`src/rtl/hazard_pkg.sv`:
```
// Shared constants and types for the hazard-light mode scheduler.
// Mode codes feed the pattern generator; grant bit positions index the one-hot owner.
package hazard_pkg;

  localparam logic [1:0] MODE_HAZ   = 2'b00;
  localparam logic [1:0] MODE_LEFT  = 2'b01;
  localparam logic [1:0] MODE_RIGHT = 2'b10;

  localparam int GNT_EMERG = 2;
  localparam int GNT_LEFT  = 1;
  localparam int GNT_RIGHT = 0;

  typedef enum logic [1:0] {
    IDLE  = 2'b00,
    GRANT = 2'b01,
    DWELL = 2'b10
  } state_t;

  // Emergency owner and idle both map to the hazard pattern; code 11 is unreachable.
  function automatic logic [1:0] mode_of(input logic [2:0] owner);
    logic [1:0] m;
    case (owner)
      3'b010:  m = MODE_LEFT;
      3'b001:  m = MODE_RIGHT;
      default: m = MODE_HAZ;
    endcase
    return m;
  endfunction

endpackage

```
`src/rtl/hazard_mode_sched_sync2.sv`:
```
// Two-flop synchronizer for one asynchronous level input.
module sync2 (
  input  logic clk,
  input  logic reset,
  input  logic d,
  output logic q
);

  logic meta_r;
  logic q_r;

  // two-stage capture of the asynchronous level
  always_ff @(posedge clk or posedge reset) begin
    if (reset) begin
      meta_r <= 1'b0;
      q_r    <= 1'b0;
    end else begin
      meta_r <= d;
      q_r    <= meta_r;
    end
  end

  assign q = q_r;

endmodule

```
`src/rtl/hazard_mode_sched.sv`:
```
// Arbitrates emergency/left/right requests onto the shared hazard pattern generator,
// paces it with a step pulse and holds each grant for a minimum number of steps.
module hazard_mode_sched
  import hazard_pkg::*;
#(
  parameter int TICK_DIV  = 4,
  parameter int MIN_DWELL = 2
) (
  input  logic       clk,
  input  logic       reset,
  input  logic       req_emerg,
  input  logic       req_left,
  input  logic       req_right,
  output logic [1:0] mode,
  output logic       step,
  output logic [2:0] grant,
  output logic       busy
);

  localparam int PW = $clog2(TICK_DIV);
  localparam int DW = $clog2(MIN_DWELL + 1);
  localparam logic [PW-1:0] PRESC_LAST = PW'(TICK_DIV - 1);
  localparam logic [DW-1:0] DWELL_MAX  = DW'(MIN_DWELL);

  logic          emerg_s;
  logic          left_s;
  logic          right_s;
  logic          own_req_s;
  logic          wrap_s;

  state_t        state_r;
  state_t        state_nxt_s;
  logic [2:0]    grant_r;
  logic [2:0]    grant_nxt_s;
  logic [PW-1:0] presc_r;
  logic [PW-1:0] presc_nxt_s;
  logic [DW-1:0] dwell_r;
  logic [DW-1:0] dwell_nxt_s;
  logic          rr_left_r;
  logic          rr_nxt_s;
  logic          step_r;
  logic          step_nxt_s;
  logic [1:0]    mode_r;
  logic          busy_r;

  sync2 u_sync_emerg (.clk(clk), .reset(reset), .d(req_emerg), .q(emerg_s));
  sync2 u_sync_left  (.clk(clk), .reset(reset), .d(req_left),  .q(left_s));
  sync2 u_sync_right (.clk(clk), .reset(reset), .d(req_right), .q(right_s));

  // arbitration, prescaler, dwell counter and next-state decision
  always_comb begin
    state_nxt_s = state_r;
    grant_nxt_s = grant_r;
    presc_nxt_s = presc_r;
    dwell_nxt_s = dwell_r;
    rr_nxt_s    = rr_left_r;
    step_nxt_s  = 1'b0;
    own_req_s   = (grant_r[GNT_EMERG] & emerg_s) |
                  (grant_r[GNT_LEFT]  & left_s)  |
                  (grant_r[GNT_RIGHT] & right_s);
    wrap_s      = (presc_r == PRESC_LAST);

    case (state_r)
      IDLE: begin
        presc_nxt_s = '0;
        dwell_nxt_s = '0;
        grant_nxt_s = 3'b000;
        if (emerg_s) begin
          state_nxt_s            = GRANT;
          grant_nxt_s[GNT_EMERG] = 1'b1;
        end else if (left_s && right_s) begin
          state_nxt_s = GRANT;
          rr_nxt_s    = ~rr_left_r;
          if (rr_left_r) begin
            grant_nxt_s[GNT_LEFT] = 1'b1;
          end else begin
            grant_nxt_s[GNT_RIGHT] = 1'b1;
          end
        end else if (left_s) begin
          state_nxt_s           = GRANT;
          grant_nxt_s[GNT_LEFT] = 1'b1;
        end else if (right_s) begin
          state_nxt_s            = GRANT;
          grant_nxt_s[GNT_RIGHT] = 1'b1;
        end else begin
          state_nxt_s = IDLE;
        end
      end

      GRANT, DWELL: begin
        if (emerg_s && !grant_r[GNT_EMERG]) begin
          // preemption ignores dwell and restarts pacing from zero
          state_nxt_s            = GRANT;
          grant_nxt_s            = 3'b000;
          grant_nxt_s[GNT_EMERG] = 1'b1;
          presc_nxt_s            = '0;
          dwell_nxt_s            = '0;
        end else begin
          presc_nxt_s = wrap_s ? '0 : presc_r + PW'(1);
          if (wrap_s && (dwell_r != DWELL_MAX)) begin
            dwell_nxt_s = dwell_r + DW'(1);
          end else begin
            dwell_nxt_s = dwell_r;
          end
          if (own_req_s) begin
            state_nxt_s = GRANT;
          end else if (dwell_r == DWELL_MAX) begin
            state_nxt_s = IDLE;
            grant_nxt_s = 3'b000;
            presc_nxt_s = '0;
            dwell_nxt_s = '0;
          end else begin
            state_nxt_s = DWELL;
          end
          step_nxt_s = wrap_s && (state_nxt_s != IDLE);
        end
      end

      default: begin
        state_nxt_s = IDLE;
        grant_nxt_s = 3'b000;
        presc_nxt_s = '0;
        dwell_nxt_s = '0;
      end
    endcase
  end

  // state, counters and registered outputs
  always_ff @(posedge clk or posedge reset) begin
    if (reset) begin
      state_r   <= IDLE;
      grant_r   <= 3'b000;
      presc_r   <= '0;
      dwell_r   <= '0;
      rr_left_r <= 1'b1;
      step_r    <= 1'b0;
      mode_r    <= MODE_HAZ;
      busy_r    <= 1'b0;
    end else begin
      state_r   <= state_nxt_s;
      grant_r   <= grant_nxt_s;
      presc_r   <= presc_nxt_s;
      dwell_r   <= dwell_nxt_s;
      rr_left_r <= rr_nxt_s;
      step_r    <= step_nxt_s;
      mode_r    <= mode_of(grant_nxt_s);
      busy_r    <= (state_nxt_s != IDLE);
    end
  end

  assign mode  = mode_r;
  assign step  = step_r;
  assign grant = grant_r;
  assign busy  = busy_r;

endmodule

```
`config.mk`:
```
export PLATFORM = sky130hd
export DESIGN_NAME = hazard_mode_sched
export DESIGN_NICKNAME = d
export VERILOG_FILES = /design/src/rtl/hazard_pkg.sv /design/src/rtl/hazard_mode_sched_sync2.sv /design/src/rtl/hazard_mode_sched.sv
export SDC_FILE = /design/constraint.sdc
export NUM_CORES = 1
export LEC_CHECK = 0
export BUFFER_PORTS_ARGS = -buffer_cell sky130_fd_sc_hd__buf_2
export CAP_MARGIN = 15
export CELL_PAD_IN_SITES_DETAIL_PLACEMENT = 1
export CELL_PAD_IN_SITES_GLOBAL_PLACEMENT = 2
export CORE_AREA = 2 2 43 65
export CTS_CLUSTER_DIAMETER = 40
export DETAILED_ROUTE_END_ITERATION = 10
export DIE_AREA = 0 0 45 67
export GPL_TIMING_DRIVEN = 0
export PLACE_DENSITY_LB_ADDON = 0.12
export SYNTH_ARGS = -nofsm -noshare
export SYNTH_HDL_FRONTEND = slang
export SYNTH_SLANG_ARGS = --single-unit
```
`constraint.sdc`:
```
create_clock -name clk -period 2 [get_ports clk]
set_clock_uncertainty 0.2 [all_clocks]
set_input_delay 0.4 -clock clk [delete_from_list [all_inputs] [get_ports clk]]
set_output_delay 0.4 -clock clk [all_outputs]
set_load 0.1 [all_outputs]
```
==> impl.org <==
** CTS
- CTS max path bufs :: 2
- Clock Latency Late Sink :: 0.29 ns
- TritonCTS built the clock tree.
- In this run the number of H-tree levels came out at 1.
- CTS saw 20 sinks.
- CTS clk-pin slew, worst paths :: 0.11 ns
- Buffer count from post-CTS setup fixing :: 0
- Num CTS Buffers :: 3
- Clock tree root driver cell :: sky130_fd_sc_hd__clkbuf_4

** Logic synthesis
- Of the post-synthesis cell area, the part taken by muxes is 0.
- Post-Synth XOR/XNOR Area :: 0.0210
- Of the synthesized area, sequential elements account for 0.602.
- Of the total synthesized cell area, the portion taken by AND, OR, NAND and NOR gates is 0.176.
- The average instance in the mapped netlist occupies 12.1 um2.
- Of the total synthesized cell area, the portion taken by full adders, half adders and majority gates is 0.0601.
- Post-synthesis cell count :: 69
- The cell area that synthesis handed to floorplanning was 833 um2.
- Dominant combinational cell family by area after synthesis :: simple AND/OR/NAND/NOR gates
- Syn Nets :: 78
- Syn. warnings :: 0
- Compound-cell area share of the yosys netlist :: 0.105
- Synthesis instantiated 25 different standard cells from the library.
- By area the synthesized netlist is led by sky130_fd_sc_hd__dfrtp_1 (57%), sky130_fd_sc_hd__ha_1 (6.0%), sky130_fd_sc_hd__inv_1 (3.6%), sky130_fd_sc_hd__dfstp_2 (3.2%), sky130_fd_sc_hd__nand2_1 (2.7%).
- Post-synth top area cell :: sky130_fd_sc_hd__dfrtp_1
- In this run, synthesis produced a sequential element count of 20.
- The share of synthesized area in the top cell type comes to 0.571.

** Routing
- In the routed layout, each cell is associated on average with a via count of 5.16.
- Routed WL per cell :: 13.6 um
- Antenna viol nets, final :: 0
- Wire length reported by the detailed router :: 1510 um
- The first routing iteration left 25 violations.
- DRC violation count after routing :: 0
- Number of iterations in the first detailed-routing pass :: 2
- The detailed router placed 573 vias in this run.

** Layout
- Count of fill cells added during filler insertion :: 280
- Share of post-route cells with drive strength above 1 :: 0.241
- From synthesis to final layout, the design area changed by 17.4%.
- After the last flow step, the layout net total stands at 97.
- The finished cells cover 978 um2.
- After the flow finishes, the layout carries non-filler instances totaling 111.
- Most frequent standard cell in the layout excluding fill and tap cells :: sky130_fd_sc_hd__dfrtp_1
- 0 antenna diodes ended up in the layout.
- In the final layout, flip-flops and latches occupy 505 um2.
- Summing all multi-input logic gate instances after layout gives 302 um2.
- Most frequent cells in the layout :: sky130_fd_sc_hd__dfrtp_1 (16), sky130_fd_sc_hd__buf_2 (11), sky130_fd_sc_hd__inv_1 (8)

** Floorplanning
- Horizontal die dimension :: 45 um
- Io pins :: 12
- From bottom edge to top edge, the die measures 67 um.
- Placement row count :: 22
- For this configuration, the core starts out at a cell density of 0.344.
- Die area :: 3020 um2
- The total area inside the core boundary comes to 2420 um2.

** Setup path
- Worst setup EP type :: flip-flop
- The worst setup path is of the flip-flop to flip-flop kind.
- The endpoint identified for the worst register-to-register timing path is mode[1]$_DFF_PP0_.
- Across all register-to-register paths, the minimum setup slack is 0.11 ns.
- For the worst flop-to-flop path, the logic depth is 6.
- Crit Reg-Reg Startpoint :: dwell_r[0]$_DFF_PP0_
- Along the worst path, the maximum fanout reaches 6.
- Worst Path Required :: 1.98 ns
- STA classifies the critical path startpoint as a flip-flop.
- Arrival time reported for the critical path endpoint :: 1.87 ns

** Placement
- Number of buffers added on ports :: 11
- Placed insts :: 104
- Cell area after placement :: 922 um2
- The congestion estimate from routability-driven global placement came to 0.732.

** STA
- Setup repair after global routing missed its margin :: no
- Finish-stage setup viols :: 0
- Slew of the pin with the lowest slew margin :: 0.722 ns
- Clock period minus worst slack :: 1.89 ns
- Slew Viols, Final :: 0
- Dividing the final minimum period by the clock period gives 0.943.
- The final count of hold timing violations was 0.
- Max Clock Freq :: 530 MHz
- In this run the tightest slew margin relative to its limit is 0.518.
- Adding up every negative setup slack in the final design gives 0 ns.

** Worst hold path
- The min-delay analysis places its worst path in the category primary input to asynchronous set/reset pin.

** GRT
- Number of global-route vias before repair :: 634
- The number of antenna violations at the first check in global routing is 0.
- The first global-routing pass estimated 2730 um of wire.
- Largest net degree at the start of global routing :: 21
- Leftover overflow at the end of global routing :: 0
- Aggregate global-route resource usage :: 0.125

** Job
- Number of max-cap violations :: 0

** Power and ir drop
- In this run the static leakage power is 0.470 nW.
- Max IR drop VDD :: 545 uV
- For this design the ratio of total power to cell area is 1580 nW/um2.

** Outcome
- Result of the run :: complete, no violations
## stage by stage
step,worst slack [ns],power (W),hold slack [ns],util
2_1_floorplan,0.0302,0.00122,0.131,-
3_3_place_gp,0.141,0.00135,0.132,0.381
3_5_place_dp,0.136,0.00137,0.136,0.381
4_1_cts,0.107,0.00157,0.0399,0.404
5_1_grt,0.0122,0.00166,0.0644,0.404
6_report,0.113,0.00155,0.00485,0.404
## worst max path at each step
stage,depth (start not counted),end,from
3_5_place_dp,6,mode[1]$_DFF_PP0_,dwell_r[0]$_DFF_PP0_
2_1_floorplan,4,mode[1]$_DFF_PP0_,grant[1]$_DFF_PP0_
4_1_cts,6,mode[1]$_DFF_PP0_,dwell_r[0]$_DFF_PP0_
6_report,6,mode[1]$_DFF_PP0_,dwell_r[0]$_DFF_PP0_
5_1_grt,5,busy$_DFF_PP0_,state_r[0]$_DFF_PP0_
3_3_place_gp,6,mode[1]$_DFF_PP0_,dwell_r[0]$_DFF_PP0_
## cell type report
type	instances	area share
repair buffers	14	0.0870
well taps	24	0.0307
clock buffers	4	0.0269
multi-input cells	41	0.308
inverters	8	0.0307
flip-flops and latches	20	0.517
## state kept, by name, summed over array words and instances (netlist names)
| signal | count |
|---|---|
| u_sync_emerg.meta_r | 1 |
| busy | 1 |
| state_r | 2 |
| mode | 2 |
| presc_r | 2 |
| u_sync_left.meta_r | 1 |
| grant | 3 |
| dwell_r | 2 |
| u_sync_left.q | 1 |
| u_sync_right.q | 1 |
| rr_left_r | 1 |
| step | 1 |
| u_sync_right.meta_r | 1 |
| u_sync_emerg.q | 1 |
## timing repair
item                                    4_1_cts  5_1_grt
resized for setup                             0        1
endpoints found under the setup margin        0        3
endpoints found under the hold margin         3        0
hold buffers                                  3        0
## synthesized netlist by cell type
library cell and instances:
sky130_fd_sc_hd__a211oi_1 1, sky130_fd_sc_hd__a21oi_1 1, sky130_fd_sc_hd__a22o_1 1, sky130_fd_sc_hd__a31oi_1 3, sky130_fd_sc_hd__and2_1 2, sky130_fd_sc_hd__and4_1 2
sky130_fd_sc_hd__and4bb_1 1, sky130_fd_sc_hd__dfrtp_1 19, sky130_fd_sc_hd__dfstp_2 1, sky130_fd_sc_hd__ha_1 4, sky130_fd_sc_hd__inv_1 8, sky130_fd_sc_hd__nand2_1 6
sky130_fd_sc_hd__nand2b_1 2, sky130_fd_sc_hd__nand3_1 3, sky130_fd_sc_hd__nor2_1 2, sky130_fd_sc_hd__nor2b_1 2, sky130_fd_sc_hd__nor3_1 1, sky130_fd_sc_hd__nor4_1 1
sky130_fd_sc_hd__nor4bb_2 1, sky130_fd_sc_hd__o211ai_1 1, sky130_fd_sc_hd__o21ai_0 2, sky130_fd_sc_hd__o311a_4 1, sky130_fd_sc_hd__o311ai_0 1, sky130_fd_sc_hd__or2_2 1
sky130_fd_sc_hd__xnor2_1 2
## per-layer routing
layer  wire length (um)  vias up  track usage
met3                 51        2       0.0325
li1                   -      277            -
met1                644      284        0.150
met5                  0        -            0
met2                798       10        0.204
met4                 15        0       0.0551
## critical path, cell delays in order (launching register included)
cell	delay [ns]
sky130_fd_sc_hd__dfrtp_1	0.40
sky130_fd_sc_hd__inv_1	0.06
sky130_fd_sc_hd__ha_1	0.19
sky130_fd_sc_hd__inv_1	0.09
sky130_fd_sc_hd__o311a_4	0.41
sky130_fd_sc_hd__a31oi_1	0.21
sky130_fd_sc_hd__and4bb_1	0.21
## cells by family after synthesis
logic type / count (synthesis)
and+or+nand+nor: 24
DFF: 20
AOI/OAI and AO/OA: 11
buffers and inverters: 8
adders and majority gates: 4
xor gates and xnor gates: 2
## where the power goes
group          internal, W  leakage, nW  switching [W]
Clock            0.0000775       0.0150       0.000115
Sequential        0.000517        0.247      0.0000600
Combinational     0.000216        0.208       0.000564
Total             0.000811        0.470       0.000739
Power figures use the tool's default switching activity.
